$ cat src/rtl/sa_out_collector.sv
// sa_out_collector
// ----------------
// Output collector for the systolic-array row outputs. Each lane's
// {valid, data} pair is registered. The one-cycle-per-row skew is then removed
// so that every lane of a wavefront arrives in the same cycle. Each aligned
// wavefront that has at least one valid lane is pushed into a DEPTH-entry FIFO.
// The FIFO drains over a valid/ready handshake.
//
// Optional feature (macro SA_OUT_DESKEW_EN):
//   defined   : lane i passes through ROW-1-i extra registers after the input
//               stage. A wavefront whose lane 0 arrives in cycle t is written at
//               the end of cycle t+ROW.
//   undefined : no delay lines. The push is decided straight from the input
//               register stage, which gives two cycles of latency for any ROW.
//
// Ports:
//   i_clk        clock, all state on the rising edge
//   i_rst        asynchronous active-high reset
//   i_data       ROW lanes of W_DATA bits, lane 0 in the MSBs
//   i_data_valid per-lane valid, bit i qualifies lane i
//   o_data       FIFO head, lane i = {valid_i, data_i}, lane 0 in the MSBs;
//                all zeros while o_valid is 0
//   o_valid      FIFO non-empty
//   i_ready      consumer takes the head this cycle
//   o_count      number of entries held, 0..DEPTH
//   o_overflow   sticky flag, set when a wavefront is dropped on a full FIFO
module sa_out_collector #(
    parameter int ROW    = 8,
    parameter int W_DATA = 8,
    parameter int DEPTH  = 4
) (
    input  logic                         i_clk,
    input  logic                         i_rst,
    input  logic [ROW*W_DATA-1:0]        i_data,
    input  logic [ROW-1:0]               i_data_valid,
    output logic [(W_DATA+1)*ROW-1:0]    o_data,
    output logic                         o_valid,
    input  logic                         i_ready,
    output logic [$clog2(DEPTH+1)-1:0]   o_count,
    output logic                         o_overflow
);
    localparam int LW = W_DATA + 1;       // lane width once the valid bit is attached
    localparam int FW = LW * ROW;         // one FIFO entry
    localparam int PW = $clog2(DEPTH);
    localparam int CW = $clog2(DEPTH + 1);

    logic [FW-1:0]  wf_flat;              // aligned wavefront in output layout
    logic [ROW-1:0] aligned_valid;

    genvar gi;
    generate
        for (gi = 0; gi < ROW; gi++) begin : g_lane
            logic [LW-1:0] in_d;
            logic [LW-1:0] in_q;
            logic [LW-1:0] lane_out;

            always_comb begin
                in_d = {i_data_valid[gi], i_data[W_DATA*(ROW-gi)-1 -: W_DATA]};
            end

            always_ff @(posedge i_clk or posedge i_rst) begin
                if (i_rst) in_q <= '0;
                else       in_q <= in_d;
            end

`ifdef SA_OUT_DESKEW_EN
            // Earlier lanes arrive earlier, so they are held longer. Lane ROW-1
            // is the last to arrive and bypasses the delay line.
            localparam int NSTG = ROW - 1 - gi;
            if (NSTG == 0) begin : g_nodly
                assign lane_out = in_q;
            end else begin : g_dly
                logic [LW-1:0] dly_d [NSTG];
                logic [LW-1:0] dly_q [NSTG];

                always_comb begin
                    dly_d[0] = in_q;
                    for (int s = 1; s < NSTG; s++) dly_d[s] = dly_q[s-1];
                end

                always_ff @(posedge i_clk or posedge i_rst) begin
                    if (i_rst) begin
                        for (int s = 0; s < NSTG; s++) dly_q[s] <= '0;
                    end else begin
                        dly_q <= dly_d;
                    end
                end

                assign lane_out = dly_q[NSTG-1];
            end
`else
            assign lane_out = in_q;
`endif

            assign aligned_valid[gi]             = lane_out[LW-1];
            assign wf_flat[LW*(ROW-gi)-1 -: LW]  = lane_out;
        end
    endgenerate

    // FIFO state
    logic [FW-1:0] mem_d [DEPTH];
    logic [FW-1:0] mem_q [DEPTH];
    logic [PW-1:0] wr_ptr_d, wr_ptr_q;
    logic [PW-1:0] rd_ptr_d, rd_ptr_q;
    logic [CW-1:0] count_d, count_q;
    logic          ovf_d, ovf_q;

    logic push, pop, full, push_ok;

    assign push    = |aligned_valid;
    assign o_valid = (count_q != '0);
    assign full    = (count_q == CW'(DEPTH));
    assign pop     = o_valid & i_ready;
    // A full FIFO still accepts a push when the head leaves in the same cycle.
    // The write then lands in the slot being vacated (wr_ptr == rd_ptr).
    assign push_ok = push & (~full | pop);

    always_comb begin
        for (int d = 0; d < DEPTH; d++) mem_d[d] = mem_q[d];
        wr_ptr_d = wr_ptr_q;
        rd_ptr_d = rd_ptr_q;
        count_d  = count_q;
        ovf_d    = ovf_q;

        if (push_ok) begin
            mem_d[wr_ptr_q] = wf_flat;
            wr_ptr_d        = wr_ptr_q + PW'(1);
        end
        if (pop) rd_ptr_d = rd_ptr_q + PW'(1);

        case ({push_ok, pop})
            2'b10:   count_d = count_q + CW'(1);
            2'b01:   count_d = count_q - CW'(1);
            default: count_d = count_q;
        endcase

        if (push & ~push_ok) ovf_d = 1'b1;
    end

    // Storage only; entries past the count are never shown (o_data is masked).
    always_ff @(posedge i_clk) begin
        mem_q <= mem_d;
    end

    always_ff @(posedge i_clk or posedge i_rst) begin
        if (i_rst) begin
            wr_ptr_q <= '0;
            rd_ptr_q <= '0;
            count_q  <= '0;
            ovf_q    <= 1'b0;
        end else begin
            wr_ptr_q <= wr_ptr_d;
            rd_ptr_q <= rd_ptr_d;
            count_q  <= count_d;
            ovf_q    <= ovf_d;
        end
    end

    assign o_data     = o_valid ? mem_q[rd_ptr_q] : '0;
    assign o_count    = count_q;
    assign o_overflow = ovf_q;

endmodule

$ cat config.mk
export PLATFORM = sky130hd
export DESIGN_NAME = sa_out_collector
export DESIGN_NICKNAME = d
export VERILOG_FILES = /design/src/rtl/sa_out_collector.sv
export SDC_FILE = /design/constraint.sdc
export NUM_CORES = 1
export LEC_CHECK = 0
export CAP_MARGIN = 20
export CORE_MARGIN = 3
export CORE_UTILIZATION = 45
export DETAILED_ROUTE_END_ITERATION = 12
export PLACE_DENSITY = 0.69
export SLEW_MARGIN = 20
export SYNTH_ARGS = -nofsm -noshare
export SYNTH_HDL_FRONTEND = slang
export SYNTH_SLANG_ARGS = --single-unit
$ cat constraint.sdc
create_clock -name i_clk -period 3.1 [get_ports i_clk]
set_input_delay 0.93 -clock i_clk [delete_from_list [all_inputs] [get_ports i_clk]]
set_output_delay 0.93 -clock i_clk [all_outputs]
set_load 0.005 [all_outputs]
Word-level counts from Yosys, hierarchy flattened --
Cells that the tools add are included.
Storage, ports and cells: register bits after elaboration 368, input bits 75, output and inout bits 77, logic and storage cells 46
Cells by class: $add $sub $neg 4, order comparisons 3, eq/ne operators 3, muxes and demuxes 8, bitwise logic cells 8, reduce and logical (&&, ||, !) cells 4
Operator list (number):
- $bwmux W288 | 1
- $mux W72 | 4
- $bmux W72 S2 | 1
- $demux W72 S2 | 1
- $reduce_or A8 Y1 | 1
- $ge A3 B3 Y1 const B | 2
- $not A2 Y3 | 2
- $pmux W3 S2 | 1
- $add A2 B1 Y2 const B | 2
- $add A3 B1 Y3 const B | 1
- $and A1 B1 Y1 | 3
- $eq A3 B3 Y1 const B | 1
- $lt A3 B1 Y1 const B | 1
- $reduce_bool A3 Y1 | 1
- $sub A3 B1 Y3 const B | 1
- $eq A2 B1 Y1 const B | 1
- $eq A2 B2 Y1 const B | 1
- $not A1 Y1 | 2
- $reduce_bool A2 Y1 | 1
- $logic_and A1 B1 Y1 | 1
- $or A1 B1 Y1 | 1

Logic depth before layout (Yosys ltp) --
Gate-level depths: netlist of run 1.
word-level depth 6, depth in mapped cells 9

Worst setup path before layout of run 1 --
OpenSTA, ideal clock, no wires.
path kind input port to flip-flop, start in i_ready, end reg mem_q[0] (netlist bit), enable pin, library setup time 0.438 ns, arrival time 3.052 ns, required time 2.662 ns, path slack -0.390 ns, stages on the path 3, path buffers 0, cells stage by stage nor4b_1 > a21oi_1 > and2_1
Between the ends: word-level cells in the longest chain between the ends 3
Ends and longest elaborated chain:
- start, declared | line 38 | input logic i_ready,
- $and A1 B1 Y1 | line 113 | assign pop = o_valid & i_ready;
- $or A1 B1 Y1 | line 116 | assign push_ok = push & (~full | pop);
- $and A1 B1 Y1 | line 116
- end signal, assigned | line 142 | mem_q <= mem_d;
- end, declared | line 102 | logic [FW-1:0] mem_q [DEPTH];
Every way passes these cells. A chain may end at the register's enable or synchronous reset.

Final worst setup path of run 1 --
start reg rd_ptr_q[0], end out o_data[22]
Between the ends: word-level cells in the longest chain between the ends 5
Ends and longest elaborated chain:
- start, declared | line 104 | logic [PW-1:0] rd_ptr_d, rd_ptr_q;
- start signal, assigned | line 153 | rd_ptr_q <= rd_ptr_d;
- $not A2 Y3 (not written as such) | line 159 | assign o_data = o_valid ? mem_q[rd_ptr_q] : '0;
- $bmux W72 S2 | line 159
- $mux W72 (not written as such) (2 in a row) | line 159
- $mux W72 | line 159
- end, declared | line 36 | output logic [(W_DATA+1)*ROW-1:0] o_data,
Every way passes these cells. The select of a mux whose other input is x is not followed.

==> results.toml, run 1 <==
[clocking]
cts_tree = "built"
cts_max_path_buffers = 3
htreeDepth = 2
cts_buffers = 38
clk_pin_slew_ns = 0.06
insertion_delay_ns = 0.51
cts_root_buffer = "clkbuf_16"
cts.sinks = 368

[worst_setup_path]
critPathLaunchType = "register"
cp-end-kind = "output port"
r2r_cells = 9
critPathKind = "reg -> out"
r2r_end = "o_count[2]$_DFFE_PP0P_"
reg2reg_slack_ns = 0.68
cp.arrival_ns = 2.28
rr_startpoint = "g_lane[7].in_q[8]$_DFF_PP0_"
cp.required_ns = 2.17
crit_path_max_fanout = 6

[drt]
first_pass_iters = 4
drc_errors = 0
drt_first_iter_violations = 398
viasPerCell = 5.16
wirelength_um = 26300
ant_nets = 0
wl_per_cell_um = 22.1
dr_total_vias = 6158

[floorplan]
initial_core_util = 0.464
die_w_um = 177
core_um2 = 28300
rows = 61
dieArea_um2 = 31300
io_pins = 152
die-height_um = 177

[placement]
port_buffers = 151
dpl.cell_count = 1097
place_ws_ns = -0.0927
gp_congestion = 0.711
hpwlAfterDp_um = 14800
dpl_cell_area_um2 = 15400

[final_layout]
stdcell_area_um2 = 17200
layout.nets = 868
diodes = 0
drive_gt1_frac = 0.371
syn2layout_area_growth_pct = 31.0
finalNonFillerCells = 1194

[global_routing]
grt_max_degree = 41
grt_pass1_wl_um = 40900
overflow = 0
groute.usage.overall = 0.175
use_met3 = 0.0375
antenna_found_initial = 0
gr-usage-met1 = 0.245
use_met2 = 0.290
grt_pass1_vias = 6839
busiest_layer = "met2"

[timing]
finalHoldViolCount = 0
skew_ns = 0.0184
tightest_slew_ns = 0.563
setup_viol = 18
rsz0062_at_grt = "yes"
slew_viol_final = 0
tns_ns = -1.43
min_period_ns = 3.21
fmax_mhz = 311
setup_ws_ns = -0.111
maxSlewHeadroom = 0.621
period_share = 1.04

[synthesis]
synth_fp_nets = 652
synth.distinct_cells = 22
synth_area_um2 = 13100
ys_seq_area_frac = 0.810
synthCells = 571
avgSynthCellArea_um2 = 23.0
synth_seq_cells = 368
yosys_warnings = 0

[outcome]
outcome = "finished, violations left"
violations = "negative setup slack"

[pwr]
total_power_mw = 19.3
leakagePower_nw = 6.28
ir_drop_uv = 632
power_density_nw_per_um2 = 1120

[job]
max_cap_violations = 0

[worst_hold_path]
holdPathEnd = "mem_q[70]$_DFFE_PP_"
holdPathStages = 0
hp-start = "g_lane[0].in_q[7]$_DFF_PP0_"
hold_path.class = "reg -> reg"
## power by group
part	internal (mW)	switching, mW	total, mW
logic	4.42	3.09	7.51
clock network	2.65	1.74	4.39
registers	7.02	0.380	7.40
## placed cells by master (no fill, tap or decap), types with 2 or more instances in the layout
| cell | netlist | final |
|---|---|---|
| edfxtp_1 | 288 | 288 |
| dfrtp_1 | 80 | 77 |
| clkbuf_2 | 0 | 17 |
| clkdlybuf4s15_1 | 0 | 10 |
| dlygate4sd2_1 | 0 | 6 |
| inv_1 | 7 | 6 |
| dfrtp_4 | 0 | 2 |
| clkbuf_16 | 0 | 44 |
| clkdlybuf4s50_1 | 0 | 79 |
| buf_12 | 0 | 21 |
| xnor2_1 | 3 | 3 |
| buf_16 | 0 | 8 |
| mux4_2 | 72 | 72 |
| ha_1 | 5 | 5 |
| clkinv_1 | 0 | 9 |
| clkbuf_1 | 8 | 4 |
| xor2_1 | 3 | 3 |
| buf_6 | 7 | 42 |
| and2_4 | 0 | 64 |
| nor4_1 | 2 | 2 |
| clkinv_2 | 0 | 8 |
| and2_1 | 77 | 13 |
| buf_4 | 0 | 11 |
| buf_8 | 0 | 3 |
| clkbuf_8 | 0 | 3 |
## critical path, stage by stage, from the launching register on
cell	delay, ns
dfrtp_4	0.51
buf_12	0.14
buf_12	0.14
buf_8	0.14
buf_16	0.15
mux4_2	0.43
and2_4	0.16
buf_6	0.11
## logic make-up (layout without fill, tap and decap cells)
family | Yosys count | in the layout | synth area share
flip-flops | 368 | 368 | 0.810
AND/OR/NAND/NOR | 84 | 84 | 0.0397
XOR/XNOR | 6 | 6 | 0.00400
adder cells (fa/ha/maj) | 6 | 6 | 0.00628
AO/OA/AOI/OAI | 2 | 2 | 0.000952
multiplexers | 74 | 74 | 0.125
buffers and inverters | 31 | 276 | 0.0137
## synth_stat cells
cell type  instances  area (um2)
or3_1              1        6.26
dfrtp_1           80        2000
nor2_1             1        3.75
buf_2              9        45.0
nor4b_1            1        8.76
xor2_1             3        26.3
a21oi_1            1        5.00
mux4_2            72        1620
nand3_1            1        5.00
nand2_1            1        3.75
buf_6              7        78.8
mux2i_1            1        10.0
fa_1               1        20.0
edfxtp_1         288        8650
mux2_2             1        11.3
clkbuf_1           8        30.0
nor4_1             2        12.5
inv_1              7        26.3
a21o_1             1        7.51
ha_1               5        62.6
and2_1            77         482
xnor2_1            3        26.3
## metrics by stage
stage                     utilization  hold WS, ns
final                           0.608        0.485
after global routing            0.608        0.497
after CTS                       0.603        0.489
after detailed placement        0.543        0.476
after global placement          0.543        0.462
after floorplan                     -        0.451
## cell type report
class,count,area (um2)
clock buffers,50,1130
clock inverters,19,111
fillers,1974,11100
inverters,7,28.8
multi-input cells,172,2480
flip-flops and latches,368,10700
well taps,378,473
repair buffers,200,2340
## registers in the layout (all words and copies together), names as in the netlist
signal       cells
o_count          3
rd_ptr_q         2
o_overflow       1
wr_ptr_q         2
g_lane.in_q     72
mem_q          288
## routing by layer
layer,share of wire,wire [um],vias up
li1,-,-,2697
met1,0.43,11300,3241
met2,0.51,13300,201
met3,0.058,1520,19
met4,0.0093,244,0
met5,0,0,-
## worst max path at each step
stage / from / endpoint / slack (ns) / depth (start not counted)
floorplan: i_rst / g_lane[0].in_q[0]$_DFF_PP0_ / 0.12 / 1
global placement: i_ready / o_count[2]$_DFFE_PP0P_ / 0.07 / 10
detailed placement: i_ready / o_count[2]$_DFFE_PP0P_ / -0.09 / 10
CTS: rd_ptr_q[0]$_DFFE_PP0P_ / o_data[5] / -0.14 / 6
global route: rd_ptr_q[0]$_DFFE_PP0P_ / o_data[31] / -0.18 / 7
finish: rd_ptr_q[0]$_DFFE_PP0P_ / o_data[22] / -0.11 / 7
## what timing repair did
| item | in CTS | in global routing |
|---|---|---|
| gates cloned | 8 | 1 |
| hold buffers | 0 | 0 |
| resized for setup | 287 | 71 |
| pin swaps | 29 | 14 |
| buffers inserted | 14 | 7 |
| endpoints found under the setup margin | 73 | 70 |
Note: power is estimated with default switching activity, not from simulation.
==> run 2: changes to the inputs <==
--- a/config.mk
+++ b/config.mk
@@ -5,6 +5,7 @@
 export SDC_FILE = /design/constraint.sdc
 export NUM_CORES = 1
 export LEC_CHECK = 0
+export ABC_AREA = 0
 export CAP_MARGIN = 20
 export CORE_MARGIN = 3
 export CORE_UTILIZATION = 45
==> results of run 2 <==
No change in the layout: final DEF, timing and power equal those of run 1.
==> run 3: changes to the inputs <==
==> constraint.sdc (replaced) <==
create_clock -name i_clk -period 3.1 [get_ports i_clk]
set_input_delay 0.62 -clock i_clk [delete_from_list [all_inputs] [get_ports i_clk]]
set_output_delay 0.62 -clock i_clk [all_outputs]
set_load 0.005 [all_outputs]
==> run 3 against run 2 <==
  * The run now ends clean
  * Sequential power up 0.5%
  * Count of clock-buffer cells in the layout up 8
  * Via count down 3.0%
==> results.toml, run 3 (same netlist as run 1, synthesis figures left out) <==
[outcome]
outcome = "finished clean"

[global_routing]
grt_max_degree = 57
groute.usage.overall = 0.167
overflow = 0
grt_pass1_wl_um = 39200
grt_pass1_vias = 6740
antenna_found_initial = 1

[timing]
slew_viol_final = 0
tns_ns = 0
period_share = 0.981
tightest_slew_ns = 0.688
min_period_ns = 3.04
maxSlewHeadroom = 0.541
finalHoldViolCount = 0
setup_viol = 0
rsz0062_at_grt = "yes"
fmax_mhz = 329
skew_ns = 0.0197

[floorplan]
initial_core_util = 0.464
core_um2 = 28300
dieArea_um2 = 31300
rows = 61
die_w_um = 177
die-height_um = 177
io_pins = 152

[clocking]
cts_root_buffer = "clkbuf_16"
cts_buffers = 38
cts.sinks = 368
htreeDepth = 2
cts_tree = "built"
clk_pin_slew_ns = 0.06
ctsHoldBuffers = 0
insertion_delay_ns = 0.52
cts_max_path_buffers = 3

[drt]
wirelength_um = 25300
drt_first_iter_violations = 420
viasPerCell = 5.09
first_pass_iters = 4
ant_nets = 0
wl_per_cell_um = 21.6
dr_total_vias = 5975
drc_errors = 0

[pwr]
leakagePower_nw = 5.98
ir_drop_uv = 581
power_density_nw_per_um2 = 1070
total_power_mw = 17.9

[final_layout]
largest_reg_flops = 288
diodes = 0
register_area_um2 = 10700
stdcell_area_um2 = 16600
fillers = 2028
syn2layout_area_growth_pct = 26.6
final_cell_mix = "288 x edfxtp_1, 114 x clkdlybuf4s50_1, 78 x dfrtp_1, 73 x and2_1, 72 x mux4_2"
final_common_cell = "edfxtp_1"
multi_input_area_um2 = 2320
layout.nets = 846
fin_util = 0.588
drive_gt1_frac = 0.205
top_register = "mem_q"

[job]
max_cap_violations = 0

[worst_setup_path]
cp-end-kind = "output port"
critPathKind = "reg -> out"
cp.required_ns = 2.48
crit_path_max_fanout = 7
cp.arrival_ns = 2.42
critPathLaunchType = "register"

[placement]
gp_congestion = 0.712
hpwlAfterDp_um = 15000
port_buffers = 151
dpl_cell_area_um2 = 15300

[worst_hold_path]
hold_path.class = "in -> async"
==> run 3: worst max-delay path, stage by stage, from the launching register on <==
cell and delay [ns]:
dfrtp_4 0.54, buf_6 0.20, mux4_2 0.50, and2_1 0.17, clkdlybuf4s50_1 0.49
==> run 3: metrics by stage <==
step                hold slack, ns  worst slack [ns]  cells
floorplan                    0.451             0.428    571
global placement             0.462             0.247   1094
detailed placement           0.478             0.210   1095
CTS                          0.403           -0.0191   1167
global route                 0.418           -0.0289   1173
finish                       0.408            0.0593   1173
==> run 3: path summary, 6_finish.rpt <==
| path | endpoint | cells after the start | slack (ns) | startpoint |
|---|---|---|---|---|
| setup reg to reg | o_count[2]$_DFFE_PP0P_ | 9 | 0.75 | o_count[0]$_DFFE_PP0P_ |
| hold reg to reg | mem_q[94]$_DFFE_PP_ | 0 | 0.49 | g_lane[5].in_q[4]$_DFF_PP0_ |
| hold / removal | g_lane[7].in_q[8]$_DFF_PP0_ | 2 | 0.41 | i_rst |
| min in group i_clk | mem_q[94]$_DFFE_PP_ | 0 | 0.49 | g_lane[5].in_q[4]$_DFF_PP0_ |
| max in group asynchronous | g_lane[4].in_q[4]$_DFF_PP0_ | 3 | 2.03 | i_rst |
| setup / recovery | o_data[17] | 4 | 0.06 | rd_ptr_q[0]$_DFFE_PP0P_ |
==> run 3: repair_timing <==
item,CTS,global route
endpoints found under the setup margin,71,36
setup buffers,2,5
gates resized for setup,27,21
gates cloned,0,1
==> run 3: cell type report <==
cell class,count,area share
clock buffers,58,0.0665
clock inverters,12,0.00752
inverters,7,0.00173
multi-input cells,172,0.140
flip-flops and latches,368,0.640
well taps,378,0.0284
repair buffers,178,0.116
==> run 3: power breakdown <==
group / internal [mW] / switching [mW] / leakage [nW] / total [mW]
Clock: 2.64 / 1.77 / 0.605 / 4.41
Sequential: 7.02 / 0.413 / 3.62 / 7.44
Combinational: 3.36 / 2.69 / 1.75 / 6.04
Total: 13.0 / 4.87 / 5.98 / 17.9
==> run 3: per-layer routing <==
layer / vias to the layer above / track usage / share of wire
met1: 3119 / 0.210 / 0.41
li1: 2650 / - / -
met4: 2 / 0.0435 / 0.021
met2: 159 / 0.289 / 0.51
met5: - / 0 / 0.00036
met3: 45 / 0.0450 / 0.058
